===== src/rtl/td4_progmem_if.sv =====
// Core fetch port and byte-wide program-load stream of the TD4 program memory.
// master drives ip and the load stream; slave is the memory/loader.
interface td4_progmem_if;
    logic [3:0] ip;
    logic [7:0] op;
    logic       ld_start;
    logic       ld_valid;
    logic [7:0] ld_data;
    logic       ld_ready;
    logic       busy;
    logic       err;
    logic       core_rst_n;

    modport master (
        output ip, ld_start, ld_valid, ld_data,
        input  op, ld_ready, busy, err, core_rst_n
    );

    modport slave (
        input  ip, ld_start, ld_valid, ld_data,
        output op, ld_ready, busy, err, core_rst_n
    );
endinterface


===== src/rtl/td4_progmem.sv =====
// TD4 16x8 program memory with a stream loader that holds the core in reset while loading.
// Define TD4_PROGMEM_CHKSUM_EN to require a 17th checksum byte and enable the ERR state.
module td4_progmem (
    input  logic          clk,
    input  logic          rst_n,
    td4_progmem_if.slave  bus
);

`ifdef TD4_PROGMEM_CHKSUM_EN
    typedef enum logic [1:0] {RUN, LOAD, ERR} state_t;
`else
    typedef enum logic {RUN, LOAD} state_t;
`endif

    state_t     state_reg, state_next;
    logic [4:0] cnt_reg;
    logic [7:0] mem_reg [16];
    logic       ld_ready_reg;
    logic       busy_reg;
    logic       core_rst_reg;
    logic       accept;
    logic       wr_en;

`ifdef TD4_PROGMEM_CHKSUM_EN
    logic [7:0] sum_reg;
    logic [7:0] sum_next;
    logic       err_reg;

    assign sum_next = sum_reg + bus.ld_data;
`endif

    // ld_ready_reg is high exactly while the FSM sits in LOAD
    assign accept = ld_ready_reg & bus.ld_valid;
    assign wr_en  = accept & (cnt_reg < 5'd16);

    always_comb begin
        state_next = state_reg;
        case (state_reg)
            RUN: begin
                if (bus.ld_start) state_next = LOAD;
            end
            LOAD: begin
`ifdef TD4_PROGMEM_CHKSUM_EN
                if (accept && cnt_reg == 5'd16)
                    state_next = (sum_next == 8'h00) ? RUN : ERR;
`else
                if (accept && cnt_reg == 5'd15)
                    state_next = RUN;
`endif
            end
`ifdef TD4_PROGMEM_CHKSUM_EN
            ERR: begin
                if (bus.ld_start) state_next = LOAD;
            end
`endif
            default: state_next = RUN;
        endcase
    end

    always_ff @(posedge clk or negedge rst_n) begin
        if (!rst_n) begin
            state_reg    <= RUN;
            cnt_reg      <= '0;
            ld_ready_reg <= 1'b0;
            busy_reg     <= 1'b0;
            core_rst_reg <= 1'b0;
`ifdef TD4_PROGMEM_CHKSUM_EN
            sum_reg      <= '0;
            err_reg      <= 1'b0;
`endif
        end else begin
            state_reg    <= state_next;
            ld_ready_reg <= (state_next == LOAD);
            busy_reg     <= (state_next == LOAD);
            // Core runs only once the FSM is back in RUN
            core_rst_reg <= (state_next == RUN);
`ifdef TD4_PROGMEM_CHKSUM_EN
            err_reg      <= (state_next == ERR);
`endif
            if (state_reg != LOAD) begin
                cnt_reg <= '0;
`ifdef TD4_PROGMEM_CHKSUM_EN
                sum_reg <= '0;
`endif
            end else if (accept) begin
                if (wr_en) cnt_reg <= cnt_reg + 5'd1;
`ifdef TD4_PROGMEM_CHKSUM_EN
                sum_reg <= sum_next;
`endif
            end
        end
    end

    always_ff @(posedge clk or negedge rst_n) begin
        if (!rst_n) begin
            for (int i = 0; i < 16; i++) mem_reg[i] <= 8'h00;
        end else if (wr_en) begin
            mem_reg[cnt_reg[3:0]] <= bus.ld_data;
        end
    end

    assign bus.op         = mem_reg[bus.ip];
    assign bus.ld_ready   = ld_ready_reg;
    assign bus.busy       = busy_reg;
    assign bus.core_rst_n = core_rst_reg;
`ifdef TD4_PROGMEM_CHKSUM_EN
    assign bus.err        = err_reg;
`else
    assign bus.err        = 1'b0;
`endif

endmodule


===== src/flat_wrapper.sv =====
// flat-port wrapper written by rule: the top's interface ports become plain ports
module td4_progmem_flat 
  (clk, rst_n, bus_ip, bus_ld_start, bus_ld_valid, bus_ld_data, bus_op, bus_ld_ready, bus_busy, bus_err, bus_core_rst_n);
  td4_progmem_if bus_i ();
  input  logic clk;
  input  logic rst_n;
  input wire logic [$bits(bus_i.ip)-1:0] bus_ip;
  input wire logic [$bits(bus_i.ld_start)-1:0] bus_ld_start;
  input wire logic [$bits(bus_i.ld_valid)-1:0] bus_ld_valid;
  input wire logic [$bits(bus_i.ld_data)-1:0] bus_ld_data;
  output wire logic [$bits(bus_i.op)-1:0] bus_op;
  output wire logic [$bits(bus_i.ld_ready)-1:0] bus_ld_ready;
  output wire logic [$bits(bus_i.busy)-1:0] bus_busy;
  output wire logic [$bits(bus_i.err)-1:0] bus_err;
  output wire logic [$bits(bus_i.core_rst_n)-1:0] bus_core_rst_n;
  assign bus_i.ip = bus_ip;
  assign bus_i.ld_start = bus_ld_start;
  assign bus_i.ld_valid = bus_ld_valid;
  assign bus_i.ld_data = bus_ld_data;
  assign bus_op = bus_i.op;
  assign bus_ld_ready = bus_i.ld_ready;
  assign bus_busy = bus_i.busy;
  assign bus_err = bus_i.err;
  assign bus_core_rst_n = bus_i.core_rst_n;
  td4_progmem u_core (.clk(clk), .rst_n(rst_n), .bus(bus_i));
endmodule

===== config.mk =====
export PLATFORM = sky130hd
export DESIGN_NAME = td4_progmem_flat
export DESIGN_NICKNAME = d
export VERILOG_FILES = /design/src/rtl/td4_progmem_if.sv /design/src/rtl/td4_progmem.sv /design/src/flat_wrapper.sv
export SDC_FILE = /design/constraint.sdc
export NUM_CORES = 1
export LEC_CHECK = 0
export CORE_AREA = 2 2 106 108
export CTS_BUF_LIST = sky130_fd_sc_hd__clkbuf_16
export CTS_CLUSTER_DIAMETER = 40
export DETAILED_ROUTE_END_ITERATION = 6
export DIE_AREA = 0 0 108 110
export GPL_TIMING_DRIVEN = 0
export PLACE_DENSITY = 0.76
export SYNTH_ARGS = -nofsm -noshare
export SYNTH_HDL_FRONTEND = slang
export SYNTH_SLANG_ARGS = --single-unit

===== constraint.sdc =====
create_clock -name clk -period 4.1 [get_ports clk]
set_clock_uncertainty 0.05 [all_clocks]
set_input_delay 0.82 -clock clk [delete_from_list [all_inputs] [get_ports clk]]
set_output_delay 0.82 -clock clk [all_outputs]
set_load 0.01 [all_outputs]

After elaboration in Yosys (flattened, before gate mapping)

Cells that the tools add are included.

Register bits: 135
Input bits: 16
Logic and storage cells: 48
Output and inout bits: 12

Muxes and demuxes: 12
$lt $le $gt $ge: 4
Eq/ne operators: 3
Add/sub/neg operators: 1
Reductions and logical operators: 3
Bitwise logic cells: 6

Operators with widths:

| operator              | count |
|---|---|
| $bwmux W128           | 1 |
| $bmux W8 S4           | 1 |
| $demux W8 S4          | 1 |
| $mux W8               | 3 |
| $mux W5               | 3 |
| $ge A5 B5 Y1 const B  | 2 |
| $not A4 Y5            | 2 |
| $add A5 B1 Y5 const B | 1 |
| $eq A5 B4 Y1 const B  | 1 |
| $lt A5 B1 Y1 const B  | 1 |
| $lt A5 B5 Y1 const B  | 1 |
| $ne A2 B2 Y1 const B  | 2 |
| $and A1 B1 Y1         | 2 |
| $logic_and A1 B1 Y1   | 2 |
| $mux W1               | 2 |
| $not A1 Y1            | 2 |
| $pmux W1 S2           | 1 |
| $reduce_and A2 Y1     | 1 |

Depth between registers and ports, before layout

Depth in word-level cells: 6
Mapped depth: 6

Least setup slack after synthesis

Ideal clock, no wire load.

Kind: input -> output
Start point: in bus_ip[0]
End point: out bus_op[1]
Stages on the path: 5
Path buffers: 2
Arrival time: 2.062 ns
Setup slack: 1.168 ns
Path through: buf_2 > buf_2 > mux4_2 > a22oi_1 > nand2_1

Word-level cells in the longest chain between the ends: 4

Ends and longest elaborated chain:

| what                                       | RTL line           | RTL |
|---|---|---|
| start, declared                            | flat_wrapper.sv:7  | `input wire logic [$bits(bus_i.ip)-1:0] bus_ip;` |
| $not A4 Y5 (not written as such)           | td4_progmem.sv:102 | `assign bus.op = mem_reg[bus.ip];` |
| $bmux W8 S4                                | td4_progmem.sv:102 |  |
| $mux W8 (not written as such) (2 in a row) | td4_progmem.sv:102 |  |
| end, declared                              | flat_wrapper.sv:11 | `output wire logic [$bits(bus_i.op)-1:0] bus_op;` |

No other way between the ends. The select of a mux whose other input is x is not followed.

Worst setup path after layout

Start point: in bus_ip[1]
End point: out bus_op[0]

The elaborated chain is that of the path after synthesis.

==> flow_summary.yaml <==
run_status:
  run_status: "finished clean"
setup_path:
  cell_with_the_largest_stage_delay_on_the_worst_path: "sky130_fd_sc_hd__clkdlybuf4s50_1"
  startpoint_type: "input pin"
  critical_path.cell_chain: "clkdlybuf4s50_1 -> clkbuf_2 -> mux4_2 -> a22oi_1 -> nand2_1 -> clkdlybuf4s50_1"
  crit_arrival_ns: 3.05
  critPathTopFamily: "buffers and inverters"
  ff_to_ff_setup_slack_ns: 1.96
  timing.critical_path.mode_cell: "sky130_fd_sc_hd__clkdlybuf4s50_1"
  crit_path_end_kind: "primary output"
  cp-startpoint: "bus_ip[1]"
  critical_path_required_ns: 3.23
  cp.depth: 6
  crit_type: "in2out"
  worst_r2r_endpoint: "u_core.mem_reg[117]$_DFFE_PN0P_"
  cp.buffers_inverters: 3
  worstPathMaxFanout: 10
  critPathMaxStageDelay_ns: 0.59
  worstSetupEndpoint: "bus_op[0]"
  regToRegStartpoint: "u_core.cnt_reg[1]$_DFFE_PN0P_"
  rr_worst_depth: 5
power_and_ir_drop:
  power.leakage_nw: 3.498
  ir_worst_vdd_mv: 0.3084
  total_power_density_per_cell_area_nw_per_um2: 445.8
  p_total_w: 0.003240
floorplan:
  dieHeight_um: 110
  floorplan.io_pins: 28
  row_count: 38
  floorplan.initialDensity_pct: 58.64
  chipWidth_um: 108
  fp.coreArea_sq_um: 10700
  floorplan.die_area_sq_um: 11880
global_route:
  grt_antenna_before_repair: 0
  grt_pass1_wl_um: 21840
  global_route.overflow_total: 0
  globalRouteTotalUtil_pct: 25.67
  first_global_vias: 3983
  grt_start_max_net_pins: 78
finish:
  largest_reg_flops: 128
  post-route-util_pct: 67.94
  flow.area_growth_from_synthesis_pct: 15.86
  finalNetCount: 465
  post_route_cells_drive_above_1_share_pct: 47.92
  diodes: 0
  ff_latch_area_sq_um: 3378
  multiInputGateArea_sq_um: 2753
  fill_cells: 742
min_path:
  holdCritPathClass: "in2async"
logic_synthesis:
  async_reset_ff_share_pct: 100.0
  post_synth_top_area_cell: "sky130_fd_sc_hd__dfrtp_1"
  synthFlopType: "sky130_fd_sc_hd__dfrtp_1"
  number_of_enable_type_register_cells_in_the_synthesized_netlist: 0
  synthesis.yosys.warnings: 0
  yosysTopAreaCellShare_pct: 53.85
  syn_area_sq_um: 6274
  syn_area_per_cell_sq_um: 15.68
  syn-instance-count: 400
  ys_seq_elements: 135
  synth_cell_types: 36
  yosys-top-cells-area: "sky130_fd_sc_hd__dfrtp_1 (54%), sky130_fd_sc_hd__mux2_2 (22%), sky130_fd_sc_hd__mux4_2 (11%), sky130_fd_sc_hd__a22oi_1 (1.9%), sky130_fd_sc_hd__ha_1 (1.0%)"
  synth_seq_area_share_pct: 53.85
  synth.net_count: 421
timing:
  final-max-slew-violation-count: 0
  grt_setup_unrepaired: "false"
  post_layout_minimum_cycle_time_ns: 3.918
  period_share_pct: 95.55
  setup_viol_count_final: 0
  hold_violations: 0
  max_freq_mhz: 255.3
  worst_pin_slew_ns: 0.8240
  slew_headroom_pct: 44.76
clock_tree:
  clock_tree.htree_level_count: 4
  cts_buffer_depth: 2
  tritoncts.num_buffers: 17
  insertion_delay_ns: 0.42
  path_clk_slew_ns: 0.06
  cts_root_buf: "sky130_fd_sc_hd__clkbuf_16"
  numClockSinks: 135
  cts_tree: "built"
routing:
  postRouteAntennaNets: 0
  detailed_route_drc_error_count: 0
  drt_first_iter_violations: 207
  first_pass_iters: 4
  viasPerCell: 6.065
  wire_per_inst_um: 22.41
  totalWireLength_um: 13380
  routed-via-count: 3621
placement:
  placement.io_buffers: 24
  dp.final_hpwl_um: 9119
  place.gp.congestion: 0.7926
flow_run:
  maxCapViolCount: 0
[worst min path at each step]
| stage | to | slack, ns | start | depth (start not counted) |
|---|---|---|---|---|
| floorplan | u_core.mem_reg[32]$_DFFE_PN0P_ | 0.40 | u_core.mem_reg[32]$_DFFE_PN0P_ | 1 |
| global placement | u_core.mem_reg[32]$_DFFE_PN0P_ | 0.42 | u_core.mem_reg[32]$_DFFE_PN0P_ | 1 |
| detailed placement | u_core.mem_reg[32]$_DFFE_PN0P_ | 0.43 | u_core.mem_reg[32]$_DFFE_PN0P_ | 1 |
| CTS | u_core.mem_reg[2]$_DFFE_PN0P_ | 0.41 | rst_n | 1 |
| global route | u_core.mem_reg[2]$_DFFE_PN0P_ | 0.45 | rst_n | 1 |
| finish | u_core.mem_reg[2]$_DFFE_PN0P_ | 0.39 | rst_n | 1 |
[metrics by stage]
stage	hold WS [ns]	area (sq um)	setup WS, ns	TNS (ns)	std cells
3_5_place_dp	0.4329	6718	-0.1426	-0.5686	565
5_1_grt	0.4510	7268	0.06515	0	597
4_1_cts	0.4136	7268	0.1780	0	597
2_1_floorplan	0.4026	6274	1.168	0	400
6_report	0.3938	7268	0.1823	0	597
3_3_place_gp	0.4153	6689	-2.981	-401.74	564
[report_power, final]
group          switching [W]  internal [W]
Sequential         0.0000510       0.00142
Combinational       0.000178      0.000170
Clock               0.000546      0.000872
Total               0.000776       0.00246
[worst reg2reg max path: cells and delay by family, from the launching register on]
family                   cells  cell delay (ns)
buffers and inverters        1             0.10
adder cells (fa/ha/maj)      1             0.22
AND/OR/NAND/NOR              2             0.82
flip-flops                   1             0.42
multiplexers                 1             0.42
[cells in the mapped netlist (3+ instances only)]
library cell,number
sky130_fd_sc_hd__a22oi_1,16
sky130_fd_sc_hd__buf_2,5
sky130_fd_sc_hd__buf_4,3
sky130_fd_sc_hd__clkbuf_1,12
sky130_fd_sc_hd__dfrtp_1,135
sky130_fd_sc_hd__ha_1,5
sky130_fd_sc_hd__inv_1,6
sky130_fd_sc_hd__mux2_2,124
sky130_fd_sc_hd__mux4_2,32
sky130_fd_sc_hd__nand2_1,11
sky130_fd_sc_hd__nand3_2,3
sky130_fd_sc_hd__nor2_1,6
sky130_fd_sc_hd__nor2_2,6
sky130_fd_sc_hd__nor3_2,3
sky130_fd_sc_hd__nor3b_4,3
[layer usage]
metal,GRT usage [%],up-vias,part of all wire (%)
met5,0,-,0
met3,5.879,18,3.8
met2,43.58,78,52
li1,-,1580,-
met1,32.85,1945,42
met4,9.066,0,1.6
[repair_timing]
action | CTS | global route
hold buffers | 0 | 0
endpoints found under the setup margin | 7 | 0
resized for setup | 3 | 0
setup buffers | 0 | 0
hold endpoints to repair | 0 | 0
[placed cells by master (no fill, tap or decap), drive strengths merged]
cell	synthesis	routed
nand3	4	4
mux2	128	128
or3	2	2
nand2b	2	2
nand4b	2	2
and2	1	1
clkbuf	13	30
mux2i	1	1
and4bb	1	1
o21ai	1	1
buf	11	13
nand3b	1	1
nand2	11	11
a21oi	2	2
nor3b	3	3
clkdlybuf4s50	0	23
clkinv	0	9
a22oi	16	16
mux4	32	32
nor2b	2	2
inv	7	10
nand4bb	1	1
xnor2	2	2
bufinv	0	2
ha	5	5
nor3	3	3
dfrtp	135	135
conb	1	1
a31o	1	1
clkinvlp	0	1
nor2	12	12
[kinds of logic after synthesis]
logic type,Yosys count,share of synthesized area (%)
flops,135,53.85
other cells,1,0.05978
mux,161,34.74
simple gates,45,5.505
compound gates,20,2.294
buf+inv,31,2.273
fa+ha+maj,5,0.9972
xor+xnor,2,0.2793
[cell type report]
cell class / count / share of cell area (%)
Sequential cell: 135 / 46.48
Multi-Input combinational cell: 234 / 37.87
Clock buffer: 17 / 5.853
Timing Repair Buffer: 25 / 3.701
Tap cell: 140 / 2.410
Clock inverter: 15 / 1.670
Buffer: 24 / 1.653
Inverter: 7 / 0.3615
(Power assumes the default switching activity.)
